$ cat src/rtl/vga_scanout_if.sv
// Framebuffer read port and video output bundle for vga_scanout.
// The master side (scanout) drives the read request and all video/timing
// outputs; the slave side (framebuffer RAM / display sink) returns pixels.
interface vga_scanout_if;
  logic [16:0] rd_addr;
  logic        rd_en;
  logic [2:0]  rd_data;
  logic        vga_hs;
  logic        vga_vs;
  logic        vga_blank_n;
  logic [7:0]  vga_r;
  logic [7:0]  vga_g;
  logic [7:0]  vga_b;
  logic        vblank;
  logic        frame_start;

  modport master (
    output rd_addr, rd_en, vga_hs, vga_vs, vga_blank_n,
           vga_r, vga_g, vga_b, vblank, frame_start,
    input  rd_data
  );

  modport slave (
    input  rd_addr, rd_en, vga_hs, vga_vs, vga_blank_n,
           vga_r, vga_g, vga_b, vblank, frame_start,
    output rd_data
  );
endinterface

$ cat src/rtl/vga_scanout.sv
// VGA scanout of a 320x240 3-bit framebuffer as pixel-doubled 640x480@60.
// A 25 MHz tick (every other 50 MHz clock) advances the raster counters.
// Each tick fetches the pixel under the counters; the following tick
// presents it together with sync and blank, so all video outputs lag the
// counters by exactly one tick.
module vga_scanout #(
  parameter int H_ACTIVE = 640,
  parameter int H_FP     = 16,
  parameter int H_SYNC   = 96,
  parameter int H_BP     = 48,
  parameter int V_ACTIVE = 480,
  parameter int V_FP     = 10,
  parameter int V_SYNC   = 2,
  parameter int V_BP     = 33
) (
  input  logic          clock,
  input  logic          resetn,
  vga_scanout_if.master vif
);
  localparam int H_TOTAL = H_ACTIVE + H_FP + H_SYNC + H_BP;
  localparam int V_TOTAL = V_ACTIVE + V_FP + V_SYNC + V_BP;
  localparam int HW      = $clog2(H_TOTAL);
  localparam int VW      = $clog2(V_TOTAL);

  localparam logic [HW-1:0] H_LAST = HW'(H_TOTAL - 1);
  localparam logic [VW-1:0] V_LAST = VW'(V_TOTAL - 1);
  localparam logic [HW-1:0] H_ACT  = HW'(H_ACTIVE);
  localparam logic [VW-1:0] V_ACT  = VW'(V_ACTIVE);
  localparam logic [HW-1:0] H_HS0  = HW'(H_ACTIVE + H_FP);
  localparam logic [HW-1:0] H_HS1  = HW'(H_ACTIVE + H_FP + H_SYNC);
  localparam logic [VW-1:0] V_VS0  = VW'(V_ACTIVE + V_FP);
  localparam logic [VW-1:0] V_VS1  = VW'(V_ACTIVE + V_FP + V_SYNC);

  logic          phase_q;
  logic          tick_w;
  logic [HW-1:0] hcount_q, hcount_d;
  logic [VW-1:0] vcount_q, vcount_d;
  logic          frame_start_q;

  logic          active_w, hs_w, vs_w;
  logic [16:0]   fy_w, fx_w, addr_w;

  logic [16:0]   rd_addr_q;
  logic          rd_en_q;
  logic          act_p1_q, hs_p1_q, vs_p1_q;

  logic          hs_q, vs_q, blank_n_q;
  logic [7:0]    r_q, g_q, b_q;

  assign tick_w = phase_q;

  // Raster position after the current one: wrap line, then frame.
  always_comb begin
    hcount_d = hcount_q;
    vcount_d = vcount_q;
    if (hcount_q == H_LAST) begin
      hcount_d = '0;
      if (vcount_q == V_LAST) vcount_d = '0;
      else                    vcount_d = vcount_q + VW'(1);
    end else begin
      hcount_d = hcount_q + HW'(1);
    end
  end

  // Fetch-stage decode: framebuffer address (y*320 as shift-add) and sync windows.
  always_comb begin
    active_w = (hcount_q < H_ACT) && (vcount_q < V_ACT);
    hs_w     = !((hcount_q >= H_HS0) && (hcount_q < H_HS1));
    vs_w     = !((vcount_q >= V_VS0) && (vcount_q < V_VS1));
    fy_w     = 17'(vcount_q >> 1);
    fx_w     = 17'(hcount_q >> 1);
    addr_w   = (fy_w << 8) + (fy_w << 6) + fx_w;
  end

  // Pixel tick phase, raster counters and frame_start. frame_start is high
  // for the clock that ends in the tick processing position (0,0).
  always_ff @(posedge clock or negedge resetn) begin
    if (!resetn) begin
      phase_q       <= 1'b0;
      hcount_q      <= '0;
      vcount_q      <= '0;
      frame_start_q <= 1'b0;
    end else begin
      phase_q       <= ~phase_q;
      frame_start_q <= !phase_q && (hcount_q == '0) && (vcount_q == '0);
      if (tick_w) begin
        hcount_q <= hcount_d;
        vcount_q <= vcount_d;
      end
    end
  end

  // Stage p1: issue the one-clock read strobe and carry sync/blank alongside it.
  always_ff @(posedge clock or negedge resetn) begin
    if (!resetn) begin
      rd_addr_q <= '0;
      rd_en_q   <= 1'b0;
      act_p1_q  <= 1'b0;
      hs_p1_q   <= 1'b1;
      vs_p1_q   <= 1'b1;
    end else if (tick_w) begin
      rd_en_q  <= active_w;
      if (active_w) rd_addr_q <= addr_w;
      act_p1_q <= active_w;
      hs_p1_q  <= hs_w;
      vs_p1_q  <= vs_w;
    end else begin
      rd_en_q <= 1'b0;
    end
  end

  // Stage p2: present the fetched pixel with its aligned sync and blank.
  always_ff @(posedge clock or negedge resetn) begin
    if (!resetn) begin
      hs_q      <= 1'b1;
      vs_q      <= 1'b1;
      blank_n_q <= 1'b0;
      r_q       <= '0;
      g_q       <= '0;
      b_q       <= '0;
    end else if (tick_w) begin
      hs_q      <= hs_p1_q;
      vs_q      <= vs_p1_q;
      blank_n_q <= act_p1_q;
      r_q       <= act_p1_q ? {8{vif.rd_data[2]}} : 8'h00;
      g_q       <= act_p1_q ? {8{vif.rd_data[1]}} : 8'h00;
      b_q       <= act_p1_q ? {8{vif.rd_data[0]}} : 8'h00;
    end
  end

  assign vif.rd_addr     = rd_addr_q;
  assign vif.rd_en       = rd_en_q;
  assign vif.vga_hs      = hs_q;
  assign vif.vga_vs      = vs_q;
  assign vif.vga_blank_n = blank_n_q;
  assign vif.vga_r       = r_q;
  assign vif.vga_g       = g_q;
  assign vif.vga_b       = b_q;
  assign vif.vblank      = (vcount_q >= V_ACT);
  assign vif.frame_start = frame_start_q;
endmodule

$ cat src/flat_wrapper.sv
// flat-port wrapper written by rule: the top's interface ports become plain ports
module vga_scanout_flat 
#(
  parameter int H_ACTIVE = 640,
  parameter int H_FP     = 16,
  parameter int H_SYNC   = 96,
  parameter int H_BP     = 48,
  parameter int V_ACTIVE = 480,
  parameter int V_FP     = 10,
  parameter int V_SYNC   = 2,
  parameter int V_BP     = 33
)
  (clock, resetn, vif_rd_addr, vif_rd_en, vif_vga_hs, vif_vga_vs, vif_vga_blank_n, vif_vga_r, vif_vga_g, vif_vga_b, vif_vblank, vif_frame_start, vif_rd_data);
  vga_scanout_if vif_i ();
  input  logic clock;
  input  logic resetn;
  output wire logic [$bits(vif_i.rd_addr)-1:0] vif_rd_addr;
  output wire logic [$bits(vif_i.rd_en)-1:0] vif_rd_en;
  output wire logic [$bits(vif_i.vga_hs)-1:0] vif_vga_hs;
  output wire logic [$bits(vif_i.vga_vs)-1:0] vif_vga_vs;
  output wire logic [$bits(vif_i.vga_blank_n)-1:0] vif_vga_blank_n;
  output wire logic [$bits(vif_i.vga_r)-1:0] vif_vga_r;
  output wire logic [$bits(vif_i.vga_g)-1:0] vif_vga_g;
  output wire logic [$bits(vif_i.vga_b)-1:0] vif_vga_b;
  output wire logic [$bits(vif_i.vblank)-1:0] vif_vblank;
  output wire logic [$bits(vif_i.frame_start)-1:0] vif_frame_start;
  input wire logic [$bits(vif_i.rd_data)-1:0] vif_rd_data;
  assign vif_rd_addr = vif_i.rd_addr;
  assign vif_rd_en = vif_i.rd_en;
  assign vif_vga_hs = vif_i.vga_hs;
  assign vif_vga_vs = vif_i.vga_vs;
  assign vif_vga_blank_n = vif_i.vga_blank_n;
  assign vif_vga_r = vif_i.vga_r;
  assign vif_vga_g = vif_i.vga_g;
  assign vif_vga_b = vif_i.vga_b;
  assign vif_vblank = vif_i.vblank;
  assign vif_frame_start = vif_i.frame_start;
  assign vif_i.rd_data = vif_rd_data;
  vga_scanout #(.H_ACTIVE(H_ACTIVE), .H_FP(H_FP), .H_SYNC(H_SYNC), .H_BP(H_BP), .V_ACTIVE(V_ACTIVE), .V_FP(V_FP), .V_SYNC(V_SYNC), .V_BP(V_BP)) u_core (.clock(clock), .resetn(resetn), .vif(vif_i));
endmodule
$ cat config.mk
export PLATFORM = sky130hd
export DESIGN_NAME = vga_scanout_flat
export DESIGN_NICKNAME = d
export VERILOG_FILES = /design/src/rtl/vga_scanout_if.sv /design/src/rtl/vga_scanout.sv /design/src/flat_wrapper.sv
export SDC_FILE = /design/constraint.sdc
export NUM_CORES = 1
export LEC_CHECK = 0
export BUFFER_PORTS_ARGS = -buffer_cell sky130_fd_sc_hd__buf_4
export CAP_MARGIN = 10
export CORE_UTILIZATION = 25
export CTS_CLUSTER_DIAMETER = 50
export DETAILED_ROUTE_END_ITERATION = 6
export GPL_TIMING_DRIVEN = 0
export PLACE_DENSITY = 0.43
export SETUP_SLACK_MARGIN = 0.15
export SYNTH_ARGS = -nofsm -noshare
export SYNTH_HDL_FRONTEND = slang
export SYNTH_SLANG_ARGS = --single-unit
$ cat constraint.sdc
create_clock -name clock -period 2.5 [get_ports clock]
set_input_delay 0.375 -clock clock [delete_from_list [all_inputs] [get_ports clock]]
set_output_delay 0.375 -clock clock [all_outputs]
set_load 0.02 [all_outputs]
-- Word level (Yosys, flattened, before mapping)
Index checks and enable logic that the tools add are counted.
- reductions and logical operators: 12
- equality and inequality tests: 2
- bitwise operators: 1
- add/sub/neg operators: 4
- mux-type cells: 6
- $lt $le $gt $ge: 7
- operators with widths (cell ; number):
    8-bit two-way mux ; 3
    10-bit by 1-bit adder with 10-bit output, second input constant ; 2
    10-bit == test, second input constant ; 2
    10-bit by 9-bit greater-or-equal comparator with 1-bit output, second input constant ; 2
    10-bit logical NOT ; 2
    10-bit < comparator, second input constant ; 2
    10-bit by 9-bit < comparator with 1-bit output, second input constant ; 2
    10-bit two-way mux ; 2
    17-bit by 15-bit adder with 17-bit output ; 1
    17-bit by 9-bit adder with 17-bit output ; 1
    10-bit greater-or-equal comparator, second input constant ; 1
    1-bit logical AND ; 5
    2-bit AND reduction ; 2
    1-bit logical NOT ; 3
    1-bit two-way mux ; 1
    1-bit NOT ; 1
- word-level logic and storage cells: 47
- register bits: 70

-- Logic depth before layout (Yosys ltp)
- depth in word-level cells: 3
- gate-level depth with buffers: 8

-- Worst setup path before layout
OpenSTA, ideal clock, no wires.
- path type: register -> register
- start point: register u_core.vcount_q[3]
- end point: register u_core.rd_addr_q[15] (netlist: u_core.vif.rd_addr[15])
- setup time: 0.095 ns
- cell stages (with the launch flop): 7
- path buffers: 0
- period minus slack after synthesis: 2.321 ns
- data required time: 2.405 ns
- data arrival time: 2.225 ns
- slack: 0.179 ns
- path through: dfrtp_1 fa_1 fa_1 a211oi_1 o211ai_1 and3_1 o31ai_1
- word-level cells in the longest chain between the ends: 3
- ends and longest elaborated chain (what ; RTL line ; text):
    from (decl) ; vga_scanout.sv:37 ; logic [VW-1:0] vcount_q, vcount_d;
    from (signal assigned) ; vga_scanout.sv:88 ; vcount_q <= vcount_d;
    parallel branches: the longest is 3 deep, another holds 17-bit by 15-bit adder with 17-bit output ; n/a ;
    to (signal assigned) ; vga_scanout.sv:103 ; if (active_w) rd_addr_q <= addr_w;
    to (decl) ; vga_scanout.sv:43 ; logic [16:0] rd_addr_q;
Parallel ways; which one is timed is not known.
A chain may end at the register's enable or synchronous reset.

-- Final worst setup path
- start point: register u_core.vcount_q[2]
- end point: register u_core.rd_addr_q[15] (netlist: u_core.vif.rd_addr[15])
The elaborated chain is that of the path after synthesis.

==> impl_metrics.py <==
metrics = {
    "run_status": {
        "outcome": "finished clean",
    },
    "final_layout": {
        "nets": 395,
        "drive_gt1_share_pct": 31.0,
        "fillers": 1180,
        "most-common-layout-cells": "76 x buf_4, 47 x nand2_1, 41 x dfrtp_1, 20 x o21ai_0, 17 x ha_1",
        "multi_input_area_sq_um": 1440,
        "antennaDiodeCount": 0,
        "mostFrequentLayoutCell": "buf_4",
        "fin_area_sq_um": 3680,
        "synthToLayoutAreaGrowth_pct": 28.1,
        "area.sequential_sq_um": 1240,
    },
    "synth": {
        "ys_ff_latch": 49,
        "syn_inst": 305,
        "synthArstFlopShare_pct": 100,
        "seq_area_frac_synth_pct": 42.9,
        "syn_area_sq_um": 2870,
        "synth_enable_flop_cells": 0,
        "synth_fp_nets": 333,
        "yosysUniqueCellTypes": 44,
        "syn_area_per_cell_sq_um": 9.41,
        "yosysWarnings": 0,
        "ys.flop_type": "dfrtp_1",
    },
    "power_and_ir_drop": {
        "power_leakage_uw": 0.00176,
        "p_per_area_nw_per_um2": 433,
        "peakVddDrop_mv": 0.249,
        "power_uw": 1590,
    },
    "timing": {
        "period_share_pct": 90.0,
        "fin_worst_skew_ns": 0.00709,
        "finalMaxSlewViolations": 0,
        "finalHoldViolCount": 0,
        "rsz0062_at_grt": "no",
        "tightest_slew_ns": 0.704,
        "fin_setup_tns_ns": 0,
        "fmax_mhz": 444,
        "slew_headroom_pct": 52.6,
        "period_minus_slack_ns": 2.25,
        "setup_viol": 0,
    },
    "global_route": {
        "grt_max_degree": 50,
        "grtUsageTotal_pct": 12.0,
        "grt_pass1_wl_um": 11100,
        "grt_overflow": 0,
        "grt_pass1_vias": 2260,
        "antenna_found_initial": 0,
    },
    "route": {
        "ant_nets": 0,
        "drt_wl_total_um": 6870,
        "first_pass_iters": 4,
        "vias": 2342,
        "drc": 0,
        "via_per_inst": 4.61,
        "drt_iter0_markers": 101,
        "wl_per_cell_um": 13.5,
    },
    "setup_path": {
        "arrival_ns": 2.45,
        "path_buf_inv": 0,
        "crit_fanout": 3,
        "required_ns": 2.70,
        "start_kind": "flip-flop",
        "critPathKind": "reg2reg",
        "crit_chain": "ha_1, ha_4, fa_2, a211oi_2, o211ai_1, and3_1, o31ai_2",
        "worstSetupEndpointType": "flip-flop",
        "slowest_delay_ns": 0.44,
        "cpMaxStageDelayCell": "dfrtp_2",
        "crit_family": "adder cells",
    },
    "clock_network": {
        "cts.sinks": 49,
        "cts_root_buf": "clkbuf_16",
        "ctsHoldBuffers": 0,
        "insertion_delay_ns": 0.29,
        "cts.path.max_buffers": 2,
        "h-tree-depth": 2,
        "clk_pin_slew_worst_paths_ns": 0.07,
        "cts_buffers": 5,
        "cts_tree": "yes",
    },
    "job": {
        "cap_violations": 0,
    },
    "floorplan": {
        "die_y_um": 109,
        "start_util_pct": 26.0,
        "core_area_sq_um": 11000,
        "num_rows": 38,
        "ios": 52,
        "die_w_um": 109,
        "dieArea_sq_um": 11900,
    },
    "placed_design": {
        "hpwl_um": 5060,
        "io_buffers": 51,
        "finalWeightedCongestion": 0.781,
        "placed_area_sq_um": 3430,
    },
    "worst_hold_path": {
        "min_path_type": "in2async",
    },
}
## path summary, 6_finish.rpt
path,from,to,slack [ns],depth (start not counted)
max reg2reg,u_core.vcount_q[2],u_core.vif.rd_addr[15],0.25,7
min reg2reg,u_core.vif.rd_addr[7],u_core.vif.rd_addr[7],0.48,2
min,resetn,u_core.vcount_q[6],0.10,1
max in group asynchronous,resetn,u_core.hcount_q[9],1.93,1
max,u_core.vcount_q[2],u_core.vif.rd_addr[15],0.25,7
min in group clock,vif_rd_data[0],u_core.vif.vga_b[6],0.33,3
## registers in the layout, summed over array words and instances (netlist names)
signal	count
u_core.vif.vga_vs	1
u_core.vs_p1_q	1
u_core.vif.vga_hs	1
u_core.vif.vga_blank_n	1
u_core.vif.rd_addr	17
u_core.hcount_q	10
u_core.phase_q	1
u_core.vif.frame_start	1
u_core.vif.vga_r	1
u_core.act_p1_q	1
u_core.hs_p1_q	1
u_core.vif.vga_b	1
u_core.vif.rd_en	1
u_core.vif.vga_g	1
u_core.vcount_q	10
## cell type report
type                       count  area share [%]
clock inverter                 3           0.680
clock buffer                   5            3.40
tap                          140            4.76
multi-input combinational    210            39.2
sequential                    49            33.6
buffer                        32            5.71
inverter                      14            1.43
timing repair buffer          55            11.2
## kinds of logic after synthesis
family | Yosys count | share of synthesized area, %
simple gates | 116 | 19.8
fa+ha+maj | 23 | 10.5
flops | 49 | 42.9
compound gates | 56 | 12.8
mux | 4 | 1.52
xor+xnor | 11 | 3.36
buf+inv | 46 | 9.15
## synthesized netlist by cell type (2+ instances only)
cell,count,area (sq um)
inv_1,14,52.6
o31ai_1,3,22.5
o211ai_1,4,30.0
nor4_1,6,37.5
o21a_1,2,15.0
mux2_2,3,33.8
buf_2,3,15.0
a21oi_1,10,50.1
o21ai_0,20,100
xnor2_1,8,70.1
or2_2,3,18.8
fa_1,2,40.0
nor2_1,15,56.3
a211oi_1,4,30.0
buf_4,21,158
nand3_1,15,75.1
nor3_1,4,20.0
and3_1,9,56.3
dfstp_2,4,105
nand2_1,47,176
dfrtp_1,45,1130
a21o_1,2,15.0
clkbuf_1,6,22.5
or3_1,2,12.5
xor2_1,3,26.3
ha_1,21,263
o22a_1,2,17.5
nand4_1,9,56.3
a31oi_1,2,12.5
nor2b_1,2,12.5
## power breakdown
part           switching, uW  internal (uW)  total [uW]
combinational           54.5           49.5         104
sequential              5.73            795         801
clock                    312            376         688
## layer usage
metal	up-vias	share of wire, %	track usage [%]
met3	5	3.3	2.21
met4	0	1.1	3.71
met5	-	0	0
li1	1178	-	-
met1	1121	49	16.2
met2	38	47	19.4
## through the flow
step           setup slack, ns  cells  util, %  hold WS, ns
2_1_floorplan            0.179    305        -       0.0794
3_3_place_gp           -0.0598    496     31.1        0.456
3_5_place_dp            -0.115    496     31.1        0.460
4_1_cts                  0.166    508     32.9        0.147
5_1_grt                  0.155    508     33.3        0.168
6_report                 0.249    508     33.3        0.105
## repair_timing
action / 4_1_cts / 5_1_grt
pin swaps: 1 / 5
resized for setup: 8 / 9
setup buffers: 4 / 0
endpoints found under the setup margin: 4 / 5
Note: power is estimated with default switching activity, not from simulation.
